### src/rtl/shift_issue_stage.sv
// Issue queue in front of an 8-bit shifter: encodes shift requests into
// data/control words and presents them to the shifter in FIFO order.
module shift_issue_stage #(
  parameter int DEPTH = 2
) (
  input  logic       CLK,
  input  logic       RESET,
  input  logic       IN_VALID,
  output logic       IN_READY,
  input  logic [2:0] OPCODE,
  input  logic [7:0] OPERAND,
  input  logic [7:0] SHAMT,
  output logic       OUT_VALID,
  input  logic       OUT_READY,
  output logic [7:0] SHIFT_DATA,
  output logic [7:0] SHIFT_CTRL,
  output logic       SHIFT_LEFT,
  output logic       ERR
);

  localparam int PW = (DEPTH > 1) ? $clog2(DEPTH) : 1;
  localparam int CW = $clog2(DEPTH + 1);

  typedef struct packed {
    logic [7:0] data;
    logic [7:0] ctrl;
    logic       left;
  } entry_t;

  function automatic entry_t encode(input logic [2:0] op, input logic [7:0] operand,
                                    input logic [7:0] shamt);
    entry_t     e;
    logic [3:0] amt;
    amt    = (shamt < 8'd8) ? shamt[3:0] : 4'd8;
    e.data = operand;
    e.left = 1'b0;
    case (op[1:0])
      2'b00: begin
        e.ctrl = {4'b0000, amt};
        e.left = 1'b1;
      end
      2'b01:   e.ctrl = {2'b00, 2'b00, amt};
      2'b10:   e.ctrl = {2'b01, 2'b00, amt};
      2'b11:   e.ctrl = {2'b10, 2'b00, 1'b0, shamt[2:0]};
      default: e.ctrl = 8'h00;
    endcase
    return e;
  endfunction

  entry_t          mem_q [DEPTH];
  entry_t          head_q, head_d, new_s;
  logic [PW-1:0]   wptr_q, wptr_d, rptr_q, rptr_d;
  logic [CW-1:0]   count_q, count_d, base_s;
  logic            ready_q, valid_q, err_q;
  logic            accept_s, illegal_s, push_s, pop_s;

  // Handshake decode, pointer/count next state and next head selection
  always_comb begin
    accept_s  = IN_VALID & ready_q;
    illegal_s = OPCODE[2];
    push_s    = accept_s & ~illegal_s;
    pop_s     = valid_q & OUT_READY;
    new_s     = encode(OPCODE, OPERAND, SHAMT);

    if (push_s) begin
      wptr_d = wptr_q + PW'(1);
    end else begin
      wptr_d = wptr_q;
    end
    if (pop_s) begin
      rptr_d = rptr_q + PW'(1);
    end else begin
      rptr_d = rptr_q;
    end

    count_d = count_q + CW'(push_s) - CW'(pop_s);
    base_s  = count_q - CW'(pop_s);

    // When nothing older survives this edge the new head is the entry being written now
    head_d = head_q;
    if (count_d != {CW{1'b0}}) begin
      if (base_s == {CW{1'b0}}) begin
        head_d = new_s;
      end else begin
        head_d = mem_q[rptr_d];
      end
    end else begin
      head_d = head_q;
    end
  end

  // Queue storage, pointers and registered handshake/head outputs
  always_ff @(posedge CLK or negedge RESET) begin
    if (!RESET) begin
      for (int i = 0; i < DEPTH; i++) begin
        mem_q[i] <= '0;
      end
      wptr_q  <= {PW{1'b0}};
      rptr_q  <= {PW{1'b0}};
      count_q <= {CW{1'b0}};
      head_q  <= '0;
      ready_q <= 1'b0;
      valid_q <= 1'b0;
      err_q   <= 1'b0;
    end else begin
      if (push_s) begin
        mem_q[wptr_q] <= new_s;
      end
      wptr_q  <= wptr_d;
      rptr_q  <= rptr_d;
      count_q <= count_d;
      head_q  <= head_d;
      ready_q <= (count_d < CW'(DEPTH));
      valid_q <= (count_d != {CW{1'b0}});
      err_q   <= accept_s & illegal_s;
    end
  end

  assign IN_READY   = ready_q;
  assign OUT_VALID  = valid_q;
  assign SHIFT_DATA = head_q.data;
  assign SHIFT_CTRL = head_q.ctrl;
  assign SHIFT_LEFT = head_q.left;
  assign ERR        = err_q;

endmodule
### config.mk
export PLATFORM = sky130hd
export DESIGN_NAME = shift_issue_stage
export DESIGN_NICKNAME = d
export VERILOG_FILES = /design/src/rtl/shift_issue_stage.sv
export SDC_FILE = /design/constraint.sdc
export NUM_CORES = 1
export LEC_CHECK = 0
export BUFFER_PORTS_ARGS = -buffer_cell sky130_fd_sc_hd__buf_2
export CORE_MARGIN = 8
export CORE_UTILIZATION = 62
export CTS_BUF_LIST = sky130_fd_sc_hd__clkbuf_4
export DETAILED_ROUTE_END_ITERATION = 8
export PLACE_DENSITY = 0.93
export SLEW_MARGIN = 20
export SYNTH_ARGS = -nofsm -noshare
export SYNTH_HDL_FRONTEND = slang
export SYNTH_SLANG_ARGS = --single-unit
### constraint.sdc
create_clock -name CLK -period 3.9 [get_ports CLK]
set_clock_uncertainty 0.2 [all_clocks]
set_input_delay 1.17 -clock CLK [delete_from_list [all_inputs] [get_ports CLK]]
set_output_delay 1.17 -clock CLK [all_outputs]
set_load 0.005 [all_outputs]
# After elaboration in Yosys (flattened, before gate mapping)

Cells that the tools add are included.

Add/subtract/negate cells: 5
$lt $le $gt $ge: 5
Equal/unequal tests: 3
Multiplexer cells: 11
Bitwise gates (word level): 7
Reduce and logical (&&, ||, !) cells: 5

Operators with widths:

| kind                                                                         | count |
|---|---|
| 17-bit two-way mux                                                           | 5 |
| 34-bit bitwise mux                                                           | 1 |
| 8-bit one-hot mux with 3 select lines                                        | 1 |
| 17-bit demux with 1-bit select                                               | 1 |
| 8-bit by 4-bit less-than comparator with 1-bit output, second input constant | 1 |
| 1-bit bitwise AND                                                            | 4 |
| 2-bit == test, second input constant                                         | 2 |
| 2-bit greater-or-equal comparator, second input constant                     | 2 |
| 2-bit zero test                                                              | 2 |
| 4-bit two-way mux                                                            | 1 |
| 1-bit inverter with 2-bit output                                             | 2 |
| 2-bit by 1-bit subtractor with 2-bit output                                  | 2 |
| 1-bit adder, second input constant                                           | 2 |
| 2-bit by 1-bit adder with 2-bit output                                       | 1 |
| 2-bit by 1-bit == test with 1-bit output, second input constant              | 1 |
| 2-bit by 1-bit less-than comparator with 1-bit output, second input constant | 1 |
| 2-bit less-than comparator, second input constant                            | 1 |
| 1-bit two-way mux                                                            | 2 |
| 2-bit nonzero test                                                           | 1 |
| 2-bit OR reduction                                                           | 1 |
| 1-bit logical AND                                                            | 1 |
| 1-bit inverter                                                               | 1 |

Bits in registers: 58
Bits of input ports: 23
Output and inout port bits: 20
Logic and storage cells: 51

# Depth between registers and ports, before layout

Gate-level depths: netlist of run 1.

Depth in word-level cells: 7
Mapped depth: 10
Gate-level depth less buffers: 9

# Worst setup path after synthesis of run 1

Ideal clock, no wire load.

Path type: input -> register
Start: input port OPCODE[2]
End: register head_q, in the netlist SHIFT_CTRL[3]
Library setup time: 0.121 ns
Arrival: 2.621 ns
Required time: 3.579 ns
Slack: 0.958 ns
Stages on the path: 9
Buffers on the path: 1
Path through: nand3b_1 ha_1 inv_1 ha_1 xor3_1 nor2_1 buf_2 a21oi_1 a22o_1

Longest elaborated chain between the ends: 5

Ends and longest elaborated chain:

| what                                        | line | source |
|---|---|---|
| start: declaration                          | 10   | `input logic [2:0] OPCODE,` |
| 1-bit inverter                              | 61   | `push_s = accept_s & ~illegal_s;` |
| 1-bit bitwise AND                           | 61   |  |
| 2-bit by 1-bit adder with 2-bit output      | 76   | `count_d = count_q + CW'(push_s) - CW'(pop_s);` |
| 2-bit by 1-bit subtractor with 2-bit output | 76   |  |
| via count_d[1]                              | 53   | `logic [CW-1:0] count_q, count_d, base_s;` |
| 2-bit nonzero test                          | 81   | `if (count_d != {CW{1'b0}}) begin` |
| end signal: assignment                      | 101  | `head_q <= '0;` |
| end signal: assignment                      | 112  | `head_q <= head_d;` |
| end: declaration                            | 51   | `entry_t head_q, head_d, new_s;` |

The timed path passes the listed nets, and every way through them passes these cells.
A chain may end at the register's enable or synchronous reset.

# Worst setup path in the final report of run 1

Start: input port OPCODE[2]
End: register head_q, in the netlist SHIFT_DATA[3]

The elaborated chain is that of the path after synthesis.

==> flow_summary.toml, run 1 <==
[hold_path]
hp-class = "reg2reg"
whs_endpoint = "mem_q[4]"
hp-start = "mem_q[4]"
hold_depth = 2

[sta]
finalMaxSlewViolations = 0
max_freq_mhz = 340
tightest_slew_ps = 904
finalHoldViolCount = 0
fin_hold_ws_ps = 296
setup_viol = 0
setup_tns_ps = 0
rsz0062_at_grt = "no"
period_minus_slack_ps = 2950
relSlewSlack_pct = 39.7
min_period_over_period_pct = 75.5

[detailed_routing]
vias_per_cell = 5.81
drt_pass1_iterations = 4
drtIter0Drc = 90
ant_nets = 0
drc_errors = 0
num_vias = 1773
drt-wirelength-per-cell_um = 15.8
routed_wl_um = 4820

[critical_path]
crit_buf_inv = 4
r2r_cells = 10
rr_endpoint = "SHIFT_DATA[3]"
cp.arrival_ps = 3010
crit_chain = "buf_2, nand3b_1, ha_1, inv_1, ha_1, xor3_1, nor2_1, buf_4, inv_1, o21ai_0, o21ai_1"
crit_required_ps = 3960
cp_slowest_stage_delay_ps = 320
crit_fanout = 21
endpoint_kind = "register"
worst_path_max_delay_cell = "ha_1"
start_kind = "input port"
crit_family = "buffers and inverters"
r2r_slack_ps = 1470
r2r-start = "OUT_VALID"
critPathKind = "in2reg"

[final_layout]
area_delta_synth_final_pct = 11.6
fin_nets = 281
multi_input_area_sq_um = 961
seqCellArea_sq_mm = 0.00130
drive_gt1_share_pct = 28.0
num-fill-cells = 267
diodes = 0

[logic_synthesis]
yosysTopAreaCell = "dfrtp_1"
syn_inst = 220
synth_seq_cells = 52
synth.distinct_cells = 35
synth-edff-count = 0
yosysMostFrequentCell = "dfrtp_1"
ys_seq_area_share_pct = 55.4
synthFlopType = "dfrtp_1"
yosysWarningCount = 0
synth_area_sq_mm = 0.00235
synth_top_area_share_pct = 55.4
avgSynthCellArea_sq_um = 10.7
synthTopCellsByArea = "dfrtp_1 (55%), mux2_2 (7.2%), nand2_1 (5.1%)"
synth_common_cells = "dfrtp_1 (52), nand2_1 (32), o21ai_0 (22)"
async_flop_share_pct = 100

[grt]
gr-total-overflow = 0
use_met3_pct = 4.38
grt_pass1_wl_um = 8490
met1_usage_pct = 20.2
grtUsageMet2_pct = 28.7
track_usage_pct = 17.3
grt.busiest_layer = "met2"
antenna_found_initial = 0
grt_pass1_vias = 1803
grt_max_degree = 29

[clock_tree]
ctsResizeCount = 0
cts_tree = "done"
cts_root_buf = "clkbuf_4"
cts_setup_buffers = 0
cts.sinks = 52
cts_made_buffers = 5
h-tree-depth = 2
cts.clk_slew.worst_paths_ps = 130
cts_hold_buf = 0
clk_path_buf_depth = 2
clkLatencyLatePin_ps = 370

[floorplanning]
die_x_um = 77.5
dieArea_sq_mm = 0.00601
start_util_pct = 64.1
core-area_sq_mm = 0.00366
rows = 22
die_h_um = 77.5
ios = 43

[pwr]
ir_drop_v = 0.000506
p_total_uw = 2160
leakagePower_uw = 0.00126
power.density_mw_per_mm2 = 825

[placement]
place_congestion = 0.798
dp_hpwl_um = 3420
port-buffer-count = 40

[run_status]
outcome = "completed"

[flow_run]
cap_violations = 0
[power by group]
part | switching [uW] | internal [uW]
logic | 532 | 448
registers | 136 | 806
clock network | 156 | 83.5
[per-layer routing]
| metal | vias to the layer above | part of all wire (%) |
|---|---|---|
| met5 | - | 0 |
| met1 | 866 | 43 |
| met4 | 0 | 2.2 |
| met3 | 9 | 6.5 |
| met2 | 53 | 48 |
| li1 | 845 | - |
[metrics by stage]
stage	cell area [sq um]	utilization (%)	worst slack, ps	cells
floorplan	2350	-	958	221
global placement	2560	70.0	673	297
detailed placement	2560	70.0	563	297
CTS	2620	71.6	968	305
global route	2620	71.6	751	305
finish	2620	71.6	955	305
[state kept, by name, summed over array words and instances, names as in the netlist, 2 cells and up]
name        count
count_q         2
SHIFT_CTRL      6
mem_q          30
SHIFT_DATA      8
[cells in the final DEF (no fill, tap or decap), drive strengths merged, types with 6 or more instances in the layout]
master	n
nand2	32
clkbuf	7
and3	13
o21ai	35
a21oi	6
mux2	16
dfrtp	52
buf	44
nand3	8
a211oi	11
[worst register-to-register path, stage by stage (launching register included)]
cell     delay (ps)
dfrtp_1         460
and2_1          190
ha_1            270
inv_1            60
ha_1            140
xor3_1          250
nor2_1          110
buf_4           250
inv_1           200
o21ai_0         130
o21ai_1          80
[how the worst max path moves through the flow]
stage / slack, ps / startpoint / depth (start not counted) / endpoint
2_1_floorplan: 960 / OPCODE[2] / 9 / SHIFT_CTRL[3]
5_1_grt: 750 / OPCODE[2] / 11 / SHIFT_DATA[7]
6_report: 950 / OPCODE[2] / 11 / SHIFT_DATA[3]
3_3_place_gp: 670 / OPCODE[2] / 11 / SHIFT_DATA[2]
4_1_cts: 970 / OPCODE[2] / 11 / SHIFT_DATA[7]
3_5_place_dp: 560 / OPCODE[2] / 11 / SHIFT_DATA[6]
[final cells by class]
cell class | count | share of cell area (%)
clock buffers | 7 | 2.01
clock inverters | 1 | 0.143
inverters | 3 | 0.430
multi-input cells | 150 | 36.7
flip-flops and latches | 52 | 49.7
well taps | 48 | 2.29
repair buffers | 44 | 8.79
[cell families (layout without fill, tap and decap cells)]
logic type | count (synthesis) | count (layout) | share of synthesized area [%]
and+or+nand+nor | 65 | 65 | 13.8
AOI/OAI and AO/OA | 64 | 64 | 17.0
DFF | 52 | 52 | 55.4
buffers and inverters | 19 | 55 | 3.84
muxes | 16 | 16 | 7.67
adders and majority gates | 2 | 2 | 1.07
other | 1 | 2 | 0.160
xor gates and xnor gates | 1 | 1 | 1.01
Note: power is estimated with default switching activity, not from simulation.
==> inputs of run 2 (changes only) <==
--- a/config.mk
+++ b/config.mk
@@ -7,10 +7,10 @@
 export LEC_CHECK = 0
 export BUFFER_PORTS_ARGS = -buffer_cell sky130_fd_sc_hd__buf_2
 export CORE_MARGIN = 8
-export CORE_UTILIZATION = 62
+export CORE_UTILIZATION = 52
 export CTS_BUF_LIST = sky130_fd_sc_hd__clkbuf_4
 export DETAILED_ROUTE_END_ITERATION = 8
-export PLACE_DENSITY = 0.93
+export PLACE_DENSITY = 0.83
 export SLEW_MARGIN = 20
 export SYNTH_ARGS = -nofsm -noshare
 export SYNTH_HDL_FRONTEND = slang
==> constraint.sdc (replaced) <==
create_clock -name CLK -period 2.4 [get_ports CLK]
set_clock_uncertainty 0.2 [all_clocks]
set_input_delay 0.72 -clock CLK [delete_from_list [all_inputs] [get_ports CLK]]
set_output_delay 0.72 -clock CLK [all_outputs]
set_load 0.005 [all_outputs]
==> run 2 against run 1 <==
Global-route usage decreased by 1.9 points. Combinational power increased by 94%. Clock power rose to 2.9 times the previous value. Critical endpoint is now SHIFT_CTRL[3]. Largest power group unchanged. Sequential power is 61% higher. Clock-buffer cell count is 2 lower. Worst setup slack got worse by 870 ps. Critical path depth down 1. Register-to-register slack worse by 1300 ps. Die area rose by 15%.
==> flow_summary.toml, run 2 (synthesis results as in run 1) <==
[clock_tree]
cts_hold_buf = 0
h-tree-depth = 2
clk_path_buf_depth = 2
clkLatencyLatePin_ps = 370
cts.clk_slew.worst_paths_ps = 150
cts_root_buf = "clkbuf_4"
cts_tree = "done"
cts.sinks = 52
cts_made_buffers = 5

[final_layout]
final_cell_mix = "dfrtp_1 (52), buf_2 (40), nand2_1 (32), o21ai_0 (22), mux2_2 (15)"
layout_commonest_cell = "dfrtp_1"
final_area_sq_mm = 0.00282
diodes = 0
area_delta_synth_final_pct = 20.2
top_register = "mem_q"
drive_gt1_share_pct = 32.3
final_cells = 321
largest_reg_flops = 30
fin_nets = 293

[run_status]
outcome = "completed"

[detailed_routing]
drt-wirelength-per-cell_um = 16.6
drc_errors = 0
routed_wl_um = 5340
drtIter0Drc = 73
ant_nets = 0
vias_per_cell = 5.62
num_vias = 1803
drt_pass1_iterations = 4

[floorplanning]
core-area_sq_mm = 0.00435
ios = 43
dieArea_sq_mm = 0.00692
die_h_um = 83.2
rows = 24
start_util_pct = 53.9
die_x_um = 83.2

[critical_path]
start_kind = "input port"
crit_chain = "buf_2, nand3b_1, ha_1, inv_1, ha_1, xor3_2, nor2_4, buf_6, a21oi_1, a22o_1"
r2r-start = "IN_READY"
r2r_cells = 9
worst_path_max_delay_cell = "ha_1"
critPathKind = "in2reg"
cp.depth = 10
critPathCapture = "SHIFT_CTRL[3]"
cp_slowest_stage_delay_ps = 310
crit_buf_inv = 3
r2r_slack_ps = 200
crit_fanout = 12
path_common_cell = "ha_1"
rr_endpoint = "SHIFT_CTRL[3]"
endpoint_kind = "register"
crit_start = "OPCODE[2]"
crit_family = "adder cells"
crit_required_ps = 2480
cp.arrival_ps = 2390

[grt]
grt_max_degree = 53
grt_pass1_vias = 1905
grt_pass1_wl_um = 8800
gr-total-overflow = 0
track_usage_pct = 15.4
antenna_found_initial = 0

[placement]
dp_hpwl_um = 3780
place_area_sq_mm = 0.00268
port-buffer-count = 40
place_congestion = 0.820
dp_cells = 312

[flow_run]
cap_violations = 0

[sta]
period_minus_slack_ps = 2320
finalHoldViolCount = 0
setup_tns_ps = 0
max_freq_mhz = 432
min_period_over_period_pct = 96.5
relSlewSlack_pct = 63.7
setup_viol = 0
tightest_slew_ps = 541
finalMaxSlewViolations = 0

[pwr]
p_total_uw = 4130
power.density_mw_per_mm2 = 1460
leakagePower_uw = 0.00137
ir_drop_v = 0.000685

[hold_path]
hp-class = "in2async"
-- run 2: layout make-up --
class / instances / area [sq um]
clock inverters: 3 / 90.1
repair buffers: 56 / 349
well taps: 52 / 65.1
flip-flops and latches: 52 / 1300
fillers: 346 / 1530
inverters: 3 / 11.3
clock buffers: 5 / 37.5
multi-input cells: 150 / 970
-- run 2: how the worst min path moves through the flow --
stage	start	to	slack (ps)	depth (start not counted)
CTS	RESET	mem_q[16]	100	2
finish	RESET	mem_q[0]	110	2
global route	RESET	SHIFT_CTRL[7]	100	2
global placement	mem_q[4]	mem_q[4]	260	2
floorplan	RESET	ERR	220	0
detailed placement	mem_q[3]	mem_q[3]	270	2
-- run 2: what timing repair did --
item | in CTS | in global routing
endpoints found under the setup margin | 3 | 8
hold endpoints to repair | 0 | 0
gates resized for setup | 1 | 2
buffers inserted | 0 | 1
cloned | 0 | 0
-- run 2: metrics by stage --
| stage | utilization, % | setup WS [ps] | hold slack, ps |
|---|---|---|---|
| detailed placement | 61.5 | -420 | 265 |
| floorplan | - | -58.6 | 224 |
| global route | 64.9 | -0.535 | 101 |
| global placement | 61.5 | -285 | 257 |
| CTS | 64.6 | 25.1 | 103 |
| finish | 64.9 | 84.1 | 105 |
-- run 2: metal layers --
metal | routed length, um | part of all wire [%] | up-vias | GRT usage (%)
met2 | 2540 | 48 | 45 | 25.7
met4 | 73 | 1.4 | 0 | 5.11
met1 | 2490 | 47 | 870 | 18.5
met3 | 231 | 4.3 | 9 | 4.20
met5 | 0 | 0 | - | 0
li1 | - | - | 879 | -
-- run 2: report_power, final --
part / internal (uW) / switching (uW)
registers: 1310 / 215
clock network: 429 / 274
logic: 920 / 981
==> inputs of run 3 (changes only) <==
--- a/config.mk
+++ b/config.mk
@@ -7,10 +7,10 @@
 export LEC_CHECK = 0
 export BUFFER_PORTS_ARGS = -buffer_cell sky130_fd_sc_hd__buf_2
 export CORE_MARGIN = 8
-export CORE_UTILIZATION = 52
-export CTS_BUF_LIST = sky130_fd_sc_hd__clkbuf_4
+export CORE_UTILIZATION = 49
+export CTS_BUF_LIST = sky130_fd_sc_hd__clkbuf_16
 export DETAILED_ROUTE_END_ITERATION = 8
-export PLACE_DENSITY = 0.83
+export PLACE_DENSITY = 0.79
 export SLEW_MARGIN = 20
 export SYNTH_ARGS = -nofsm -noshare
 export SYNTH_HDL_FRONTEND = slang
==> run 3 against run 2 <==
The flow now finishes with violations (negative setup slack). Hold slack better by 110 ps. First-iteration DRC count increased by 25%. Non-clock buffer count rose by 3. Critical path type unchanged. Largest cell class unchanged. Largest power group unchanged.
==> flow_summary.toml, run 3 (synthesis results as in run 1) <==
[sta]
fin_hold_ws_ps = 216
tightest_slew_ps = 645
relSlewSlack_pct = 56.8
min_period_over_period_pct = 102
setup_viol = 5
period_minus_slack_ps = 2450
finalMaxSlewViolations = 0
rsz0062_at_grt = "yes"
finalHoldViolCount = 0
max_freq_mhz = 408
worst_slack_ps = -50.6

[detailed_routing]
drc_errors = 0
drtIter0Drc = 91
drt-wirelength-per-cell_um = 16.4
vias_per_cell = 5.61
ant_nets = 0
drt_pass1_iterations = 4
num_vias = 1833
routed_wl_um = 5380

[grt]
antenna_found_initial = 0
grt_pass1_vias = 1815
grt_max_degree = 25
gr-total-overflow = 0
grt_pass1_wl_um = 8910
track_usage_pct = 15.3

[final_layout]
diodes = 0
layout_commonest_cell = "dfrtp_1"
top_register = "mem_q"
drive_gt1_share_pct = 34.4
fin_nets = 297
largest_reg_flops = 30
final_cells = 327
num-fill-cells = 382
area_delta_synth_final_pct = 24.2
final_cell_mix = "dfrtp_1 (52), buf_2 (39), nand2_1 (32), o21ai_0 (19), buf_4 (17)"
utilization_pct = 62.6

[clock_tree]
cts_root_buf = "clkbuf_16"
cts.sinks = 52
h-tree-depth = 2
cts_setup_buffers = 0
cts.clk_slew.worst_paths_ps = 70
cts_tree = "done"
clkLatencyLatePin_ps = 290
cts_made_buffers = 5
cts_hold_buf = 0
clk_path_buf_depth = 2

[placement]
dp_hpwl_um = 3720
port-buffer-count = 40
place_congestion = 0.797
dp_cells = 318
preCtsSetupSlack_ps = -309

[pwr]
power.density_mw_per_mm2 = 1460
leakagePower_uw = 0.00139
ir_drop_v = 0.000738

[floorplanning]
core-area_sq_mm = 0.00466
rows = 25
dieArea_sq_mm = 0.00726
die_h_um = 85.2
start_util_pct = 50.4
die_x_um = 85.2
ios = 43

[critical_path]
crit_required_ps = 2370
cp.arrival_ps = 2420
start_kind = "input port"
critPathKind = "in2reg"
crit_fanout = 8
endpoint_kind = "register"
r2r_cells = 9

[hold_path]
hp-class = "in2async"

[run_status]
violations = "negative setup slack"
outcome = "complete, but fails checks"

[flow_run]
cap_violations = 0
## run 3: cell count changes in the layout (fill, tap and decap cells not counted), moves of 2 or more
cell        previous run  this run
clkinvlp_4             0         3
clkbuf_4               5         0
bufinv_16              3         1
inv_1                  3         1
clkbuf_16              0         5
o21ai_1               12        15
o21ai_0               22        19
buf_4                 13        17
## run 3: worst paths after layout
path	from	to	slack [ps]
worst max-delay path	OPCODE[2]	SHIFT_CTRL[3]	-50
worst min-delay path	RESET	mem_q[15]	220
worst max register to register	OUT_VALID	SHIFT_CTRL[3]	150
worst min register to register	SHIFT_CTRL[0]	SHIFT_CTRL[0]	280
max in group asynchronous	RESET	SHIFT_DATA[1]	1250
min in group CLK	SHIFT_CTRL[0]	SHIFT_CTRL[0]	280
## run 3: worst max-delay path, stage by stage
cell	delay [ps]
buf_6	90
nand3b_1	170
ha_1	320
inv_2	70
ha_4	110
xor3_1	260
nor2_4	230
buf_4	190
a21oi_1	50
a22o_1	210
## run 3: what timing repair did
action | CTS | global route
setup endpoints to repair | 6 | 14
cloned | 0 | 1
pin swaps | 0 | 1
resized for setup | 1 | 10
## run 3: area by class of cell
class | count | area (sq um) | share of cell area [%]
clock buffer | 5 | 125 | 4.29
clock inverter | 3 | 42.5 | 1.46
inverter | 3 | 15.0 | 0.515
multi-input combinational | 150 | 983 | 33.7
sequential | 52 | 1300 | 44.6
tap | 54 | 67.6 | 2.32
timing repair buffer | 59 | 374 | 12.8
timing repair inverter | 1 | 7.51 | 0.257
## run 3: layer usage
| metal | vias up | GRT usage (%) | wire length [um] | share of wire, % |
|---|---|---|---|---|
| met5 | - | 0 | 0 | 0 |
| met4 | 0 | 3.88 | 45 | 0.84 |
| met3 | 5 | 4.63 | 314 | 5.8 |
| met2 | 52 | 23.6 | 2600 | 48 |
| met1 | 894 | 20.5 | 2420 | 45 |
| li1 | 882 | - | - | - |
## run 3: through the flow
step | TNS (ps) | total power [uW] | instance area [sq um]
after floorplan | -439 | 2740 | 2360
after global placement | -3480 | 3300 | 2710
after detailed placement | -4250 | 3380 | 2710
after CTS | 0 | 4210 | 2880
after global routing | -1840 | 4580 | 2920
final | -137 | 4270 | 2920
## run 3: report_power, final
group / leakage, uW / internal (uW) / switching [uW] / total, uW
logic: 0.000663 / 936 / 1000 / 1940
clock network: 0.0000798 / 490 / 304 / 793
registers: 0.000647 / 1320 / 222 / 1540
total: 0.00139 / 2740 / 1530 / 4270
